File: src/rtl/uart_tx_queue.sv
// Byte FIFO feeding the UART TX engine: accepts bytes over valid/ready and
// issues the head byte as a one-cycle t_valid pulse. The byte is popped on tx_done.
module uart_tx_queue #(
    parameter int DEPTH = 16,
    parameter int AW    = 4
) (
    input  logic          clk,
    input  logic          rstn,
    input  logic          push_valid,
    input  logic [7:0]    push_data,
    output logic          push_ready,
    output logic          t_valid,
    output logic [7:0]    t_data,
    input  logic          tx_done,
    output logic [AW:0]   count,
    output logic          empty,
    output logic          idle
);

    typedef enum logic [1:0] {
        S_IDLE  = 2'd0,
        S_ISSUE = 2'd1,
        S_WAIT  = 2'd2
    } state_t;

    localparam logic [AW-1:0] PTR_ONE    = AW'(1);
    localparam logic [AW:0]   CNT_ONE    = (AW+1)'(1);
    localparam logic [AW:0]   FULL_COUNT = (AW+1)'(DEPTH);

    logic [7:0]    mem [DEPTH];

    logic [AW-1:0] wr_ptr_q, wr_ptr_d;
    logic [AW-1:0] rd_ptr_q, rd_ptr_d;
    logic [AW:0]   count_q, count_d;
    state_t        state_q, state_d;
    logic          t_valid_q, t_valid_d;
    logic [7:0]    t_data_q, t_data_d;
    logic          push_fire;
    logic          pop_fire;

    // The in-flight byte still counts as held, so a full FIFO never overwrites it.
    assign push_ready = (count_q != FULL_COUNT);
    assign empty      = (count_q == '0);
    assign idle       = empty && (state_q == S_IDLE);
    assign count      = count_q;
    assign t_valid    = t_valid_q;
    assign t_data     = t_data_q;

    always_comb begin
        push_fire = push_valid && push_ready;
        pop_fire  = (state_q == S_WAIT) && tx_done;
        wr_ptr_d  = wr_ptr_q;
        rd_ptr_d  = rd_ptr_q;
        count_d   = count_q;
        state_d   = state_q;
        t_valid_d = 1'b0;
        t_data_d  = t_data_q;

        if (push_fire) begin
            wr_ptr_d = wr_ptr_q + PTR_ONE;
        end
        if (pop_fire) begin
            rd_ptr_d = rd_ptr_q + PTR_ONE;
        end
        if (push_fire && !pop_fire) begin
            count_d = count_q + CNT_ONE;
        end else if (!push_fire && pop_fire) begin
            count_d = count_q - CNT_ONE;
        end

        // tx_done outside S_WAIT is deliberately ignored.
        case (state_q)
            S_IDLE: begin
                if (count_q != '0) begin
                    t_data_d  = mem[rd_ptr_q];
                    t_valid_d = 1'b1;
                    state_d   = S_ISSUE;
                end
            end
            S_ISSUE: state_d = S_WAIT;
            S_WAIT: begin
                if (tx_done) begin
                    state_d = S_IDLE;
                end
            end
            default: state_d = S_IDLE;
        endcase
    end

    always_ff @(posedge clk) begin
        if (push_fire) begin
            mem[wr_ptr_q] <= push_data;
        end
    end

    always_ff @(posedge clk) begin
        if (!rstn) begin
            wr_ptr_q  <= '0;
            rd_ptr_q  <= '0;
            count_q   <= '0;
            state_q   <= S_IDLE;
            t_valid_q <= 1'b0;
            t_data_q  <= '0;
        end else begin
            wr_ptr_q  <= wr_ptr_d;
            rd_ptr_q  <= rd_ptr_d;
            count_q   <= count_d;
            state_q   <= state_d;
            t_valid_q <= t_valid_d;
            t_data_q  <= t_data_d;
        end
    end

endmodule

File: config.mk
export PLATFORM = sky130hd
export DESIGN_NAME = uart_tx_queue
export DESIGN_NICKNAME = d
export VERILOG_FILES = /design/src/rtl/uart_tx_queue.sv
export SDC_FILE = /design/constraint.sdc
export NUM_CORES = 1
export LEC_CHECK = 0
export CAP_MARGIN = 10
export CORE_ASPECT_RATIO = 0.8
export CORE_UTILIZATION = 45
export DETAILED_ROUTE_END_ITERATION = 6
export GPL_TIMING_DRIVEN = 1
export PLACE_DENSITY = 0.71
export SLEW_MARGIN = 20
export SYNTH_ARGS = -nofsm -noshare
export SYNTH_HDL_FRONTEND = slang
export SYNTH_SLANG_ARGS = --single-unit
File: constraint.sdc
create_clock -name clk -period 3.1 [get_ports clk]
set_clock_uncertainty 0.15 [all_clocks]
set_input_delay 0.62 -clock clk [delete_from_list [all_inputs] [get_ports clk]]
set_output_delay 0.62 -clock clk [all_outputs]
set_load 0.02 [all_outputs]
==> results.toml <==
[run_status]
outcome = "finished, final reports clean"

[detailed_routing]
routed_wl_um = 12100
firstDrtPassIters = 5
vias = 3378
drtAntennaViolNets = 0
drtIter0Drc = 277
wl_per_cell_um = 19.4
vias_per_cell = 5.39
drc = 0

[worst_hold_path]
hold_path.class = "reg2reg"

[die]
dieArea_um2 = 14000
start_util = 0.467
pin_count = 29
rows = 37
die_h_um = 106
die_w_um = 132
fp.coreArea_um2 = 13100

[clock_network]
clkTransAtPathRegs_ps = 50
cts-htree-levels = 4
cts_buffer_depth = 2
clk_latency_ps = 410
post_cts_buffers = 0
cts_buffers = 17
cts_tree = "built"
cts_root_buffer = "clkbuf_16"
cts.sinks = 152

[finish]
final_cells = 627
final_nets = 461
area_growth_pct = 19.2
drive_gt1_frac = 0.124
finalInstanceArea_um2 = 7270
postLayoutCoreUtil = 0.557
num-fill-cells = 1018
antenna_cells = 0

[timing]
max_freq_mhz = 341
setup_tns_ps = 0
finalSetupViolations = 0
period_needed_ps = 2930
finalCritPeriodShare = 0.946
slew-limit-headroom = 0.545
rsz0062_at_grt = "no"
hold_viol = 0
maxSlewViolCount = 0
worst_pin_slew_ps = 680

[power_and_ir_drop]
combPwrFrac = 0.177
p_sw_frac = 0.258
pwr-share-clk = 0.364
pwr-share-seq = 0.459
p_leak_nw = 2.35
intPower_w = 0.00402
p_total_w = 0.00541
p_per_area_nw_per_um2 = 744
irDropWorstVdd_v = 0.000432
p_switching_w = 0.00139

[synthesis]
yosys_warnings = 0
ys_seq_elements = 152
syn-instance-count = 389
synth.distinct_cells = 38
synth_seq_area_share = 0.709
netlist_area_um2 = 6100
synth_fp_nets = 411
avgSynthCellArea_um2 = 15.7

[grt]
grt_pass1_wl_um = 18900
antenna_found_initial = 0
grtUsageMet1 = 0.248
use_met3 = 0.0534
grt-ovfl-total = 0
use_met2 = 0.293
top_usage_layer = "met2"
grt_pass1_vias = 3419
grt_util_all_layers = 0.186
grt_max_degree = 33

[worst_setup_path]
critPathArrivalTime_ps = 2160
cp_max_fo = 6
end_kind = "output pin"
crit_type = "reg2out"
cp-start-kind = "flop"
required_ps = 2330

[placement]
portBuffers = 28
place.gp.congestion = 0.770
dp.final_hpwl_um = 8070
dp.cells = 595
dpl_cell_area_um2 = 6690

[flow_run]
maxCapViolations = 0
==> worst paths after layout <==
kind / start / to / slack (ps) / cells after the start
max: count[0] / idle / 170 / 4
min: t_data[7] / t_data[7] / 320 / 1
max reg2reg: count[0] / count[4] / 490 / 9
min reg2reg: t_data[7] / t_data[7] / 320 / 1
==> cell families after synthesis <==
group,after synthesis,share of synthesized area
xor gates and xnor gates,9,0.0129
muxes,69,0.113
buffers and inverters,28,0.0199
adders and majority gates,10,0.0218
and+or+nand+nor,70,0.0628
AOI/OAI and AO/OA,51,0.0599
DFF,152,0.709
==> critical path, stage by stage, from the launching register on <==
cell and delay [ps]:
dfxtp_1 410, nor4_4 390, nand2_1 180, nor3_1 150
clkdlybuf4s50_1 620
==> cell type report <==
class	count	area, µm²	area share
sequential	152	4330	0.595
multi-input combinational	209	1660	0.228
clock buffer	23	468	0.0644
timing repair buffer	51	465	0.0640
tap	175	219	0.0301
inverter	8	30.0	0.00413
clock inverter	9	98.8	0.0136
==> cells in the mapped netlist, drive strengths merged <==
master     n  share of area
o2bb2ai    8          0.011
nor2b      3         0.0031
a21boi     3         0.0049
nand3      3         0.0025
edfxtp   128           0.63
and3       1         0.0010
nand2b     3         0.0031
nand4      1         0.0010
o22ai     32          0.033
ha         9          0.018
nand3b     3         0.0037
clkbuf     8         0.0049
or3b       3         0.0043
nor4       9          0.010
xnor2      8          0.011
and2       8         0.0082
or4        1         0.0018
a21o       2         0.0027
o21ai      2         0.0016
o211ai     2         0.0047
nor2      16         0.0099
dfxtp     24          0.079
nor3       5         0.0041
inv        8         0.0049
xor2       1         0.0014
a21oi      2         0.0016
nand2     12         0.0074
mux2i     69           0.11
and3b      1         0.0014
fa         1         0.0033
or3        1         0.0010
buf       12          0.010
==> registers in the layout, summed over array words and instances, names as in the netlist <==
name / cells
mem: 128
t_data: 8
count: 5
rd_ptr_q: 4
wr_ptr_q: 4
state_q: 2
t_valid: 1
==> through the flow <==
stage	worst slack [ps]	hold slack (ps)
after floorplan	512	379
after global placement	65.0	305
after detailed placement	25.1	306
after CTS	108	322
after global routing	18.9	333
final	168	322
==> per-layer routing <==
metal	vias up	part of all wire
met2	107	0.47
met3	10	0.056
met4	0	0.0087
met5	-	0
li1	1596	-
met1	1665	0.46
==> power groups by stage <==
stage | clock network [W] | registers, W | logic, W
after floorplan | 0 | 0.00258 | 0.000478
after global placement | 0 | 0.00250 | 0.000928
after detailed placement | 0 | 0.00251 | 0.000944
after CTS | 0.00199 | 0.00247 | 0.000947
after global routing | 0.00209 | 0.00250 | 0.00103
final | 0.00197 | 0.00248 | 0.000956
==> layout by cell type, fill, tap and decap left out, types with 2 or more instances in the layout <==
| cell | instances |
|---|---|
| edfxtp_1 | 128 |
| mux2i_1 | 69 |
| o22ai_1 | 32 |
| clkdlybuf4s50_1 | 28 |
| dfxtp_1 | 23 |
| buf_4 | 22 |
| clkbuf_16 | 17 |
| nor2_1 | 16 |
| nand2_1 | 12 |
| ha_1 | 9 |
| inv_1 | 8 |
| nor4_1 | 8 |
| o2bb2ai_1 | 8 |
| xnor2_1 | 8 |
| and2_1 | 8 |
| nor3_1 | 5 |
| clkbuf_1 | 4 |
| nand2b_1 | 3 |
| nand3_1 | 3 |
| or3b_1 | 3 |
| nand3b_1 | 3 |
| nor2b_1 | 3 |
| clkinv_2 | 3 |
| a21boi_2 | 2 |
| a21oi_1 | 2 |
| o21ai_0 | 2 |
| bufinv_16 | 2 |
| clkbuf_8 | 2 |
| clkinv_1 | 2 |
==> repair_timing <==
action,in CTS,in global routing
endpoints found under the setup margin,0,1
gates resized for setup,0,1
hold buffers,0,0
Power figures use the tool's default switching activity.
